==> src/rtl/tlb_op_ctrl_if.sv <==
// tlb_op_ctrl_if: request handshake, CSR image, TLB ports and completion signals
// of tlb_op_ctrl. The master side is the requester/TLB/CSR environment.
interface tlb_op_ctrl_if #(
  parameter int TLBNUM = 16
);
  localparam int IW = $clog2(TLBNUM);

  logic          op_valid;
  logic          op_ready;
  logic [2:0]    op_code;
  logic [4:0]    inv_op;
  logic [9:0]    inv_asid;
  logic [18:0]   inv_vppn;

  logic [31:0]   csr_idx;
  logic [18:0]   csr_ehi_vppn;
  logic [9:0]    csr_asid;
  logic [5:0]    csr_ecode;
  logic [31:0]   csr_elo0;
  logic [31:0]   csr_elo1;

  logic          tlb_we;
  logic [IW-1:0] tlb_w_index;
  logic [88:0]   tlb_w_pkt;
  logic [IW-1:0] tlb_r_index;
  logic [88:0]   tlb_r_pkt;
  logic [18:0]   tlb_s_vppn;
  logic [9:0]    tlb_s_asid;
  logic          tlb_s_found;
  logic [IW-1:0] tlb_s_index;
  logic          invtlb_valid;
  logic [4:0]    invtlb_op;

  logic          csr_we;
  logic [3:0]    csr_wmask;
  logic [31:0]   csr_idx_wdata;
  logic [18:0]   csr_ehi_wdata;
  logic [9:0]    csr_asid_wdata;
  logic [31:0]   csr_elo0_wdata;
  logic [31:0]   csr_elo1_wdata;

  logic          done;
  logic          err;

  modport master (
    output op_valid, op_code, inv_op, inv_asid, inv_vppn,
    output csr_idx, csr_ehi_vppn, csr_asid, csr_ecode, csr_elo0, csr_elo1,
    output tlb_r_pkt, tlb_s_found, tlb_s_index,
    input  op_ready, tlb_we, tlb_w_index, tlb_w_pkt, tlb_r_index,
    input  tlb_s_vppn, tlb_s_asid, invtlb_valid, invtlb_op,
    input  csr_we, csr_wmask, csr_idx_wdata, csr_ehi_wdata, csr_asid_wdata,
    input  csr_elo0_wdata, csr_elo1_wdata, done, err
  );

  modport slave (
    input  op_valid, op_code, inv_op, inv_asid, inv_vppn,
    input  csr_idx, csr_ehi_vppn, csr_asid, csr_ecode, csr_elo0, csr_elo1,
    input  tlb_r_pkt, tlb_s_found, tlb_s_index,
    output op_ready, tlb_we, tlb_w_index, tlb_w_pkt, tlb_r_index,
    output tlb_s_vppn, tlb_s_asid, invtlb_valid, invtlb_op,
    output csr_we, csr_wmask, csr_idx_wdata, csr_ehi_wdata, csr_asid_wdata,
    output csr_elo0_wdata, csr_elo1_wdata, done, err
  );
endinterface

==> src/rtl/tlb_op_ctrl.sv <==
// tlb_op_ctrl: sequences TLBSRCH/TLBRD/TLBWR/TLBFILL/INVTLB as IDLE->EXEC->RESP.
// Define TLB_FILL_RANDOM_EN for an LFSR fill index; default is a round-robin counter.
module tlb_op_ctrl #(
  parameter int TLBNUM = 16
) (
  input  logic         clk,
  input  logic         resetn,
  tlb_op_ctrl_if.slave bus
);
  localparam int IW = $clog2(TLBNUM);
  localparam logic [2:0] OP_SRCH = 3'd0;
  localparam logic [2:0] OP_RD   = 3'd1;
  localparam logic [2:0] OP_WR   = 3'd2;
  localparam logic [2:0] OP_FILL = 3'd3;
  localparam logic [2:0] OP_INV  = 3'd4;

  typedef enum logic [1:0] {IDLE, EXEC, RESP} state_t;

  typedef struct packed {
    logic        e;
    logic [18:0] vppn;
    logic [5:0]  ps;
    logic [9:0]  asid;
    logic        g;
    logic [19:0] ppn0;
    logic [1:0]  plv0;
    logic [1:0]  mat0;
    logic        d0;
    logic        v0;
    logic [19:0] ppn1;
    logic [1:0]  plv1;
    logic [1:0]  mat1;
    logic        d1;
    logic        v1;
  } tlb_pkt_t;

  state_t        r_state, w_next;
  logic [2:0]    r_op;
  logic [4:0]    r_inv_op;
  logic [9:0]    r_inv_asid;
  logic [18:0]   r_inv_vppn;
  logic [31:0]   r_idx;
  logic [18:0]   r_ehi;
  logic [9:0]    r_asid;
  logic [5:0]    r_ecode;
  logic [31:0]   r_elo0, r_elo1;
  logic [IW-1:0] r_fill_idx;
  logic          r_found;
  logic [IW-1:0] r_s_index;
  tlb_pkt_t      r_rpkt;

  logic [IW-1:0] w_fill_src;
  tlb_pkt_t      w_wpkt;
  logic [31:0]   w_srch_idx, w_rd_idx, w_rd_elo0, w_rd_elo1;
  logic          w_unused;

  assign w_unused = ^{r_elo0[31:28], r_elo0[7], r_elo1[31:28], r_elo1[7]};

`ifdef TLB_FILL_RANDOM_EN
  logic [7:0] r_lfsr;

  // x^8+x^6+x^5+x^4+1, free-running so the fill slot depends on issue timing
  always_ff @(posedge clk or negedge resetn) begin
    if (!resetn) r_lfsr <= 8'h01;
    else         r_lfsr <= {r_lfsr[6:0], r_lfsr[7] ^ r_lfsr[5] ^ r_lfsr[4] ^ r_lfsr[3]};
  end
  assign w_fill_src = IW'(r_lfsr);
`else
  logic [IW-1:0] r_rr;

  always_ff @(posedge clk or negedge resetn) begin
    if (!resetn)
      r_rr <= '0;
    else if (r_state == EXEC && r_op == OP_FILL)
      r_rr <= (r_rr == IW'(TLBNUM - 1)) ? '0 : r_rr + 1'b1;
  end
  assign w_fill_src = r_rr;
`endif

  always_ff @(posedge clk or negedge resetn) begin
    if (!resetn) r_state <= IDLE;
    else         r_state <= w_next;
  end

  always_ff @(posedge clk or negedge resetn) begin
    if (!resetn) begin
      r_op       <= '0;
      r_inv_op   <= '0;
      r_inv_asid <= '0;
      r_inv_vppn <= '0;
      r_idx      <= '0;
      r_ehi      <= '0;
      r_asid     <= '0;
      r_ecode    <= '0;
      r_elo0     <= '0;
      r_elo1     <= '0;
      r_fill_idx <= '0;
      r_found    <= 1'b0;
      r_s_index  <= '0;
      r_rpkt     <= '0;
    end else if (r_state == IDLE && bus.op_valid) begin
      r_op       <= bus.op_code;
      r_inv_op   <= bus.inv_op;
      r_inv_asid <= bus.inv_asid;
      r_inv_vppn <= bus.inv_vppn;
      r_idx      <= bus.csr_idx;
      r_ehi      <= bus.csr_ehi_vppn;
      r_asid     <= bus.csr_asid;
      r_ecode    <= bus.csr_ecode;
      r_elo0     <= bus.csr_elo0;
      r_elo1     <= bus.csr_elo1;
      r_fill_idx <= w_fill_src;
    end else if (r_state == EXEC) begin
      r_found    <= bus.tlb_s_found;
      r_s_index  <= bus.tlb_s_index;
      r_rpkt     <= bus.tlb_r_pkt;
    end
  end

  always_comb begin
    w_wpkt      = '0;
    w_wpkt.e    = (r_ecode == 6'h3F) ? 1'b1 : ~r_idx[31];
    w_wpkt.vppn = r_ehi;
    w_wpkt.ps   = r_idx[29:24];
    w_wpkt.asid = r_asid;
    w_wpkt.g    = r_elo0[6] & r_elo1[6];
    w_wpkt.ppn0 = r_elo0[27:8];
    w_wpkt.plv0 = r_elo0[3:2];
    w_wpkt.mat0 = r_elo0[5:4];
    w_wpkt.d0   = r_elo0[1];
    w_wpkt.v0   = r_elo0[0];
    w_wpkt.ppn1 = r_elo1[27:8];
    w_wpkt.plv1 = r_elo1[3:2];
    w_wpkt.mat1 = r_elo1[5:4];
    w_wpkt.d1   = r_elo1[1];
    w_wpkt.v1   = r_elo1[0];

    w_srch_idx = r_idx;
    if (r_found) begin
      w_srch_idx[IW-1:0] = r_s_index;
      w_srch_idx[31]     = 1'b0;
    end else begin
      w_srch_idx[31]     = 1'b1;
    end

    // an invalid entry reads back as ne=1 with every loaded field cleared
    w_rd_idx        = r_idx;
    w_rd_idx[31]    = ~r_rpkt.e;
    w_rd_idx[29:24] = r_rpkt.e ? r_rpkt.ps : 6'h00;
    w_rd_elo0 = '0;
    w_rd_elo1 = '0;
    if (r_rpkt.e) begin
      w_rd_elo0 = {4'h0, r_rpkt.ppn0, 1'b0, r_rpkt.g, r_rpkt.mat0, r_rpkt.plv0, r_rpkt.d0, r_rpkt.v0};
      w_rd_elo1 = {4'h0, r_rpkt.ppn1, 1'b0, r_rpkt.g, r_rpkt.mat1, r_rpkt.plv1, r_rpkt.d1, r_rpkt.v1};
    end
  end

  always_comb begin
    w_next             = r_state;
    bus.op_ready       = 1'b0;
    bus.tlb_we         = 1'b0;
    bus.tlb_w_index    = '0;
    bus.tlb_w_pkt      = '0;
    bus.tlb_r_index    = '0;
    bus.tlb_s_vppn     = '0;
    bus.tlb_s_asid     = '0;
    bus.invtlb_valid   = 1'b0;
    bus.invtlb_op      = '0;
    bus.csr_we         = 1'b0;
    bus.csr_wmask      = '0;
    bus.csr_idx_wdata  = '0;
    bus.csr_ehi_wdata  = '0;
    bus.csr_asid_wdata = '0;
    bus.csr_elo0_wdata = '0;
    bus.csr_elo1_wdata = '0;
    bus.done           = 1'b0;
    bus.err            = 1'b0;
    case (r_state)
      IDLE: begin
        bus.op_ready = 1'b1;
        if (bus.op_valid) w_next = EXEC;
      end
      EXEC: begin
        w_next = RESP;
        case (r_op)
          OP_SRCH: begin
            bus.tlb_s_vppn = r_ehi;
            bus.tlb_s_asid = r_asid;
          end
          OP_RD: bus.tlb_r_index = r_idx[IW-1:0];
          OP_WR, OP_FILL: begin
            bus.tlb_we      = 1'b1;
            bus.tlb_w_index = (r_op == OP_FILL) ? r_fill_idx : r_idx[IW-1:0];
            bus.tlb_w_pkt   = w_wpkt;
          end
          OP_INV: begin
            if (r_inv_op <= 5'd6) begin
              bus.invtlb_valid = 1'b1;
              bus.invtlb_op    = r_inv_op;
              bus.tlb_s_asid   = r_inv_asid;
              bus.tlb_s_vppn   = r_inv_vppn;
            end
          end
          default: ;
        endcase
      end
      RESP: begin
        w_next   = IDLE;
        bus.done = 1'b1;
        case (r_op)
          OP_SRCH: begin
            bus.csr_we        = 1'b1;
            bus.csr_wmask     = 4'b0001;
            bus.csr_idx_wdata = w_srch_idx;
          end
          OP_RD: begin
            bus.csr_we         = 1'b1;
            bus.csr_wmask      = 4'b1111;
            bus.csr_idx_wdata  = w_rd_idx;
            bus.csr_ehi_wdata  = r_rpkt.e ? r_rpkt.vppn : 19'h0;
            bus.csr_asid_wdata = r_rpkt.e ? r_rpkt.asid : 10'h0;
            bus.csr_elo0_wdata = w_rd_elo0;
            bus.csr_elo1_wdata = w_rd_elo1;
          end
          OP_WR, OP_FILL: ;
          OP_INV:  bus.err = (r_inv_op > 5'd6);
          default: bus.err = 1'b1;
        endcase
      end
      default: w_next = IDLE;
    endcase
  end
endmodule

==> src/flat_wrapper.sv <==
// flat-port wrapper written by rule: the top's interface ports become plain ports
module tlb_op_ctrl_flat 
#(
  parameter int TLBNUM = 16
)
  (clk, resetn, bus_op_valid, bus_op_code, bus_inv_op, bus_inv_asid, bus_inv_vppn, bus_csr_idx, bus_csr_ehi_vppn, bus_csr_asid, bus_csr_ecode, bus_csr_elo0, bus_csr_elo1, bus_tlb_r_pkt, bus_tlb_s_found, bus_tlb_s_index, bus_op_ready, bus_tlb_we, bus_tlb_w_index, bus_tlb_w_pkt, bus_tlb_r_index, bus_tlb_s_vppn, bus_tlb_s_asid, bus_invtlb_valid, bus_invtlb_op, bus_csr_we, bus_csr_wmask, bus_csr_idx_wdata, bus_csr_ehi_wdata, bus_csr_asid_wdata, bus_csr_elo0_wdata, bus_csr_elo1_wdata, bus_done, bus_err);
  tlb_op_ctrl_if #(.TLBNUM(TLBNUM)) bus_i ();
  input  logic clk;
  input  logic resetn;
  input wire logic [$bits(bus_i.op_valid)-1:0] bus_op_valid;
  input wire logic [$bits(bus_i.op_code)-1:0] bus_op_code;
  input wire logic [$bits(bus_i.inv_op)-1:0] bus_inv_op;
  input wire logic [$bits(bus_i.inv_asid)-1:0] bus_inv_asid;
  input wire logic [$bits(bus_i.inv_vppn)-1:0] bus_inv_vppn;
  input wire logic [$bits(bus_i.csr_idx)-1:0] bus_csr_idx;
  input wire logic [$bits(bus_i.csr_ehi_vppn)-1:0] bus_csr_ehi_vppn;
  input wire logic [$bits(bus_i.csr_asid)-1:0] bus_csr_asid;
  input wire logic [$bits(bus_i.csr_ecode)-1:0] bus_csr_ecode;
  input wire logic [$bits(bus_i.csr_elo0)-1:0] bus_csr_elo0;
  input wire logic [$bits(bus_i.csr_elo1)-1:0] bus_csr_elo1;
  input wire logic [$bits(bus_i.tlb_r_pkt)-1:0] bus_tlb_r_pkt;
  input wire logic [$bits(bus_i.tlb_s_found)-1:0] bus_tlb_s_found;
  input wire logic [$bits(bus_i.tlb_s_index)-1:0] bus_tlb_s_index;
  output wire logic [$bits(bus_i.op_ready)-1:0] bus_op_ready;
  output wire logic [$bits(bus_i.tlb_we)-1:0] bus_tlb_we;
  output wire logic [$bits(bus_i.tlb_w_index)-1:0] bus_tlb_w_index;
  output wire logic [$bits(bus_i.tlb_w_pkt)-1:0] bus_tlb_w_pkt;
  output wire logic [$bits(bus_i.tlb_r_index)-1:0] bus_tlb_r_index;
  output wire logic [$bits(bus_i.tlb_s_vppn)-1:0] bus_tlb_s_vppn;
  output wire logic [$bits(bus_i.tlb_s_asid)-1:0] bus_tlb_s_asid;
  output wire logic [$bits(bus_i.invtlb_valid)-1:0] bus_invtlb_valid;
  output wire logic [$bits(bus_i.invtlb_op)-1:0] bus_invtlb_op;
  output wire logic [$bits(bus_i.csr_we)-1:0] bus_csr_we;
  output wire logic [$bits(bus_i.csr_wmask)-1:0] bus_csr_wmask;
  output wire logic [$bits(bus_i.csr_idx_wdata)-1:0] bus_csr_idx_wdata;
  output wire logic [$bits(bus_i.csr_ehi_wdata)-1:0] bus_csr_ehi_wdata;
  output wire logic [$bits(bus_i.csr_asid_wdata)-1:0] bus_csr_asid_wdata;
  output wire logic [$bits(bus_i.csr_elo0_wdata)-1:0] bus_csr_elo0_wdata;
  output wire logic [$bits(bus_i.csr_elo1_wdata)-1:0] bus_csr_elo1_wdata;
  output wire logic [$bits(bus_i.done)-1:0] bus_done;
  output wire logic [$bits(bus_i.err)-1:0] bus_err;
  assign bus_i.op_valid = bus_op_valid;
  assign bus_i.op_code = bus_op_code;
  assign bus_i.inv_op = bus_inv_op;
  assign bus_i.inv_asid = bus_inv_asid;
  assign bus_i.inv_vppn = bus_inv_vppn;
  assign bus_i.csr_idx = bus_csr_idx;
  assign bus_i.csr_ehi_vppn = bus_csr_ehi_vppn;
  assign bus_i.csr_asid = bus_csr_asid;
  assign bus_i.csr_ecode = bus_csr_ecode;
  assign bus_i.csr_elo0 = bus_csr_elo0;
  assign bus_i.csr_elo1 = bus_csr_elo1;
  assign bus_i.tlb_r_pkt = bus_tlb_r_pkt;
  assign bus_i.tlb_s_found = bus_tlb_s_found;
  assign bus_i.tlb_s_index = bus_tlb_s_index;
  assign bus_op_ready = bus_i.op_ready;
  assign bus_tlb_we = bus_i.tlb_we;
  assign bus_tlb_w_index = bus_i.tlb_w_index;
  assign bus_tlb_w_pkt = bus_i.tlb_w_pkt;
  assign bus_tlb_r_index = bus_i.tlb_r_index;
  assign bus_tlb_s_vppn = bus_i.tlb_s_vppn;
  assign bus_tlb_s_asid = bus_i.tlb_s_asid;
  assign bus_invtlb_valid = bus_i.invtlb_valid;
  assign bus_invtlb_op = bus_i.invtlb_op;
  assign bus_csr_we = bus_i.csr_we;
  assign bus_csr_wmask = bus_i.csr_wmask;
  assign bus_csr_idx_wdata = bus_i.csr_idx_wdata;
  assign bus_csr_ehi_wdata = bus_i.csr_ehi_wdata;
  assign bus_csr_asid_wdata = bus_i.csr_asid_wdata;
  assign bus_csr_elo0_wdata = bus_i.csr_elo0_wdata;
  assign bus_csr_elo1_wdata = bus_i.csr_elo1_wdata;
  assign bus_done = bus_i.done;
  assign bus_err = bus_i.err;
  tlb_op_ctrl #(.TLBNUM(TLBNUM)) u_core (.clk(clk), .resetn(resetn), .bus(bus_i));
endmodule
==> config.mk <==
export PLATFORM = sky130hd
export DESIGN_NAME = tlb_op_ctrl_flat
export DESIGN_NICKNAME = d
export VERILOG_FILES = /design/src/rtl/tlb_op_ctrl_if.sv /design/src/rtl/tlb_op_ctrl.sv /design/src/flat_wrapper.sv
export SDC_FILE = /design/constraint.sdc
export NUM_CORES = 1
export LEC_CHECK = 0
export BUFFER_PORTS_ARGS = -buffer_cell sky130_fd_sc_hd__buf_2
export CORE_MARGIN = 5
export CORE_UTILIZATION = 30
export CTS_BUF_LIST = sky130_fd_sc_hd__clkbuf_8
export DETAILED_ROUTE_END_ITERATION = 6
export SLEW_MARGIN = 20
export SYNTH_ARGS = -nofsm -noshare
export SYNTH_HDL_FRONTEND = slang
export SYNTH_SLANG_ARGS = --single-unit
==> constraint.sdc <==
create_clock -name clk -period 2.6 [get_ports clk]
set_clock_uncertainty 0.15 [all_clocks]
set_input_delay 0.39 -clock clk [delete_from_list [all_inputs] [get_ports clk]]
set_output_delay 0.39 -clock clk [all_outputs]
set_load 0.1 [all_outputs]
Word level (Yosys, flattened, before mapping):

Index checks and enable logic that the tools add are counted.

* $add $sub $neg: 1
* $lt $le $gt $ge: 2
* equal/unequal tests: 9
* muxes and demuxes: 50
* bitwise operators: 4
* reductions and logical operators: 8

Operators with widths (count)
* 2-to-1 mux 89 bit: 2
* 2-to-1 mux 32 bit: 5
* 2-to-1 mux 19 bit: 5
* case mux 32 bit (2 select lines): 1
* 2-to-1 mux 28 bit: 2
* 2-to-1 mux 10 bit: 5
* case mux 19 bit (2 select lines): 1
* 2-to-1 mux 4 bit: 8
* case mux 10 bit (2 select lines): 1
* 2-to-1 mux 5 bit: 3
* 2-to-1 mux 1 bit: 12
* case mux 4 bit (2 select lines): 1
* equality test 3 x 2 -> 1 bit, second input constant: 2
* equality test 6 bit, second input constant: 1
* 2-to-1 mux 6 bit: 1
* greater-than comparator 5 x 3 -> 1 bit, second input constant: 1
* less-or-equal comparator 5 x 3 -> 1 bit, second input constant: 1
* adder 4 x 1 -> 4 bit, second input constant: 1
* equality test 4 bit, second input constant: 1
* case mux 2 bit (2 select lines): 1
* OR reduction 2 bit: 2
* OR reduction 4 bit: 1
* equality test 3 x 1 -> 1 bit, second input constant: 1
* equality test 3 bit, second input constant: 1
* other kinds (11): 14

* bits in registers: 264
* output and inout port bits: 266

Longest topological paths before layout:

* depth in word-level cells: 4
* mapped depth: 7
* mapped depth without buffers: 4

Worst setup path after synthesis:

Ideal clock, no wire load.

* kind: reg2out
* from: register u_core.r_state[0]
* to: output bus_err
* data arrival time: 2.905 ns
* data required time: 2.060 ns
* slack: -0.845 ns
* stages on the path, launching flop included: 6
* cell sequence: dfrtp_1 nor2b_1 clkbuf_1 clkbuf_1 clkbuf_1 o311a_1

* word-level cells in the longest chain between the ends: 2

Ends and longest elaborated chain
* start: declaration: RTL line tlb_op_ctrl.sv:37 `state_t r_state, w_next;`
* start signal: assignment: RTL line tlb_op_ctrl.sv:82 `else r_state <= w_next;`
* equality test 2 bit: RTL line tlb_op_ctrl.sv:178 `case (r_state)`
* 2-to-1 mux 1 bit: RTL line tlb_op_ctrl.sv:178
* end: declaration: RTL line flat_wrapper.sv:41 `output wire logic [$bits(bus_i.err)-1:0] bus_err;`

No other way between the ends.

Worst setup path in the final report:

* from: register u_core.r_op[1]
* to: output bus_tlb_s_asid[2]

* word-level cells in the longest chain between the ends: 3
* elaborated cells on any way between the ends: 4
* classes of those cells: 1 x eq/ne; 2 x mux; 1 x reduce/logical

Ends and longest elaborated chain
* start: declaration: RTL line tlb_op_ctrl.sv:38 `logic [2:0] r_op;`
* start signal: assignment: RTL line tlb_op_ctrl.sv:102 `r_op <= bus.op_code;`
* equality test 3 bit / logical NOT 3 bit (equally long branches): RTL line tlb_op_ctrl.sv:185 `case (r_op)`
* case mux 10 bit (2 select lines) *: RTL line tlb_op_ctrl.sv:185
* 2-to-1 mux 10 bit *: RTL line tlb_op_ctrl.sv:178
* end: declaration: RTL line flat_wrapper.sv:30 `output wire logic [$bits(bus_i.tlb_s_asid)-1:0] bus_tlb_s_asid;`

Every way passes the cells marked *; elsewhere a longest branch is shown, timed or not.

==> summary.md <==
| Metric | Value |
|---|---|
| Clk sinks | `262` |
| Initial Utilization | `0.305` |
| Max Slew Vio Count | `0` |
| CP peak stage delay | `0.56 ns` |
| Antenna violations before repair | `4` |
| Pleak | `10.7 nW` |
| Max cap viols | `0` |
| Worst Hold Slack | `0.211 ns` |
| Crit start category | `flop` |
| CP Buf/Inv Count | `3` |
| Main synth FF type | `dfrtp_1` |
| First DRT Iteration DRCs | `465` |
| Clk_lat worst skew | `0.60 ns` |
| WL per Instance | `23.9 um` |
| Met2 Track Usage GR | `0.418` |
| EDFF count, synth | `0` |
| Clk pin slew, worst setup/hold paths | `0.07 ns` |
| Async set or reset register ratio after synthesis | `1.00` |
| Layout cell share with drive strength beyond 1 | `0.683` |
| Routed Antenna Nets | `0` |
| Peak VDD IR | `0.000514 V` |
| Status | `finished with violations` |
| Delay-heaviest family, CP | `simple AND/OR/NAND/NOR gates` |
| Commonest cells after routing, fill and taps aside | `buf_12 (278), dfrtp_1 (259), mux2_2 (258)` |
| CTS tree | `built` |
| Synth Instances | `900` |
| Finished Layout Cells | `2288` |
| Die area | `0.0435 sq mm` |
| HP Class | `input pin to asynchronous set/reset pin` |
| CTS Root Cell | `clkbuf_8` |
| Worst-Margin Slew | `0.596 ns` |
| Vias/cell | `4.79` |
| Core area | `0.0388 sq mm` |
| GRT Util Overall | `0.233` |
| I/O pins | `531` |
| WP data arrival | `2.56 ns` |
| Syn-to-layout area delta | `109%` |
| Vias in the first global route | `12300` |
| Crit path max fanout | `8` |
| Failing checks | `setup timing` |
| CTS Buffer Depth | `3` |
| Worst setup margin | `-0.500 ns` |
| Final core utilization | `0.637` |
| Drt drc | `0` |
| Routing usage on met1 | `0.259` |
| Area taken by multi-input logic gates | `0.00595 sq mm` |
| Most common cell after layout, fill and taps aside | `buf_12` |
| First-pass GRT wire length | `78.7 mm` |
| Htree depth | `2` |
| Die Wd | `209 um` |
| GR peak layer | `met2` |
| Nets@finish | `2003` |
| Setup TNS | `-64.64 ns` |
| Type of the worst setup path | `flop to output port` |
| Unique cell type count in the Yosys netlist | `35` |
| Filler cells | `2650` |
| CP max-delay cell | `or4b_4` |
| Largest area contributor in the netlist | `dfrtp_1` |
| DIE HEIGHT | `209 um` |
| Placed cells | `1881` |
| Pre-antenna DRT Iters | `6` |
| Max-slew headroom | `0.602` |
| Worst setup EP type | `output port` |
| Total chip power | `16.2 mW` |
| Crit share post-route | `1.19` |
| Largest net degree at the start of global routing | `83` |
| Area fraction of the dominant cell type after synthesis | `0.554` |
| Setup-failing EPs final | `242` |
| Synth area leaders | `dfrtp_1 (55%), mux2_2 (25%), and3_1 (5.7%)` |
| IO Port Bufs | `508` |
| Max Fclk | `0.323 GHz` |
| Global route total overflow | `0` |
| Seq cells post-synth | `262` |
| Met3 Resource Use GR | `0.0843` |
| Routability cong. | `0.805` |
| Req. time, crit path | `2.06 ns` |
| Final wirelength | `54.6 mm` |
| Final Hold Vio Count | `0` |
| Mean Syn Cell Area | `13.1 sq um` |
| Via count | `11000` |
| Crit-path cells | `or4b_4 > nor4b_4 > buf_6 > clkbuf_16 > a22o_2 > buf_12` |
| FP Rows | `72` |
| Pwr dens | `657 mW/mm^2` |
| Num CTS Buffers | `48` |
| Sequential area share after synthesis | `0.554` |
| Hpwl dp | `30.9 mm` |
| Yosys warns | `0` |
| Post-synth design cell area | `0.0118 sq mm` |
| Register Area | `0.00656 sq mm` |
| RSZ-0062 raised after global routing | `yes` |
| Minimum clock period | `3.10 ns` |
[synthesized netlist by cell type, types with 2 or more instances]
master / count
a22o_1: 29
mux2_2: 258
buf_4: 17
and3_1: 108
dfrtp_1: 262
clkbuf_1: 41
mux2i_1: 4
nor2_1: 16
a22oi_1: 6
nand2_1: 5
buf_6: 3
nand3_1: 2
a21oi_1: 2
nor2b_1: 2
a32oi_1: 4
buf_2: 27
and2_1: 96
[sequential cells by signal, summed over array words and instances (netlist names)]
name and cells:
u_core.r_rpkt 89, u_core.r_ehi 19, u_core.r_op 3, u_core.r_rr 4, u_core.r_inv_asid 10, u_core.r_found 1
u_core.r_inv_vppn 19, u_core.r_idx 32, u_core.r_elo0 27, u_core.r_inv_op 5, u_core.r_ecode 6, u_core.r_state 2
u_core.r_asid 10, u_core.r_elo1 27, u_core.r_fill_idx 4, u_core.r_s_index 4
[worst paths after layout]
check                                  startpoint                end  slack [ns]  cells past startpoint
worst max register to register  u_core.r_state[0]  u_core.r_elo0[25]        0.40                      5
worst min-delay path                       resetn   u_core.r_ehi[16]        0.21                      2
worst max-delay path               u_core.r_op[1]  bus_tlb_s_asid[2]       -0.50                      6
worst min register to register   u_core.r_rpkt[8]   u_core.r_rpkt[8]        0.35                      1
max in group asynchronous                  resetn  u_core.r_elo0[10]        1.34                      3
min in group clk                     bus_op_valid  u_core.r_elo1[20]        0.29                      3
[where the power goes]
part	internal [mW]	leakage, nW	switching, mW	total [mW]
clock	2.42	0.569	1.83	4.25
combinational	2.87	7.11	2.96	5.83
sequential	5.27	3.07	0.883	6.15
total	10.6	10.7	5.66	16.2
[logic make-up (layout without fill, tap and decap cells)]
kind of cell             count (synthesis)  after routing  share of synthesized area
multiplexers                           262            262                      0.249
AND/OR/NAND/NOR                        237            237                      0.124
AO/OA/AOI/OAI                           45             45                     0.0318
adder cells (fa/ha/maj)                  1              1                    0.00106
other                                    1             13                   0.000317
buffers and inverters                   91            949                     0.0390
flip-flops                             262            262                      0.554
XOR/XNOR                                 1              1                   0.000740
[metal layers]
metal  share of wire  vias to the layer above
li1                -                     4846
met1            0.36                     5532
met2            0.53                      475
met3           0.080                       91
met4           0.030                        6
met5         0.00062                        -
[layout make-up]
class / count / area share
clock inverters: 20 / 0.00673
flip-flops and latches: 262 / 0.265
inverters: 2 / 0.000759
well taps: 518 / 0.0262
repair buffers: 865 / 0.426
diodes: 1 / 0.000101
clock buffers: 62 / 0.0345
multi-input cells: 558 / 0.241
[through the flow]
step / setup slack [ns] / cell area (sq um)
6_report: -0.500 / 24700
5_1_grt: -0.590 / 24700
4_1_cts: -0.497 / 24100
3_5_place_dp: 0.172 / 19100
3_3_place_gp: 0.171 / 19100
2_1_floorplan: -0.258 / 12100
[repair_timing]
| item | 4_1_cts | 5_1_grt |
|---|---|---|
| endpoints found under the hold margin | 310 | 0 |
| cloned | 18 | 13 |
| pin swaps | 34 | 43 |
| buffers inserted | 23 | 28 |
| hold buffers | 253 | 0 |
| resized for setup | 163 | 119 |
| endpoints found under the setup margin | 245 | 252 |
Power figures use the tool's default switching activity.
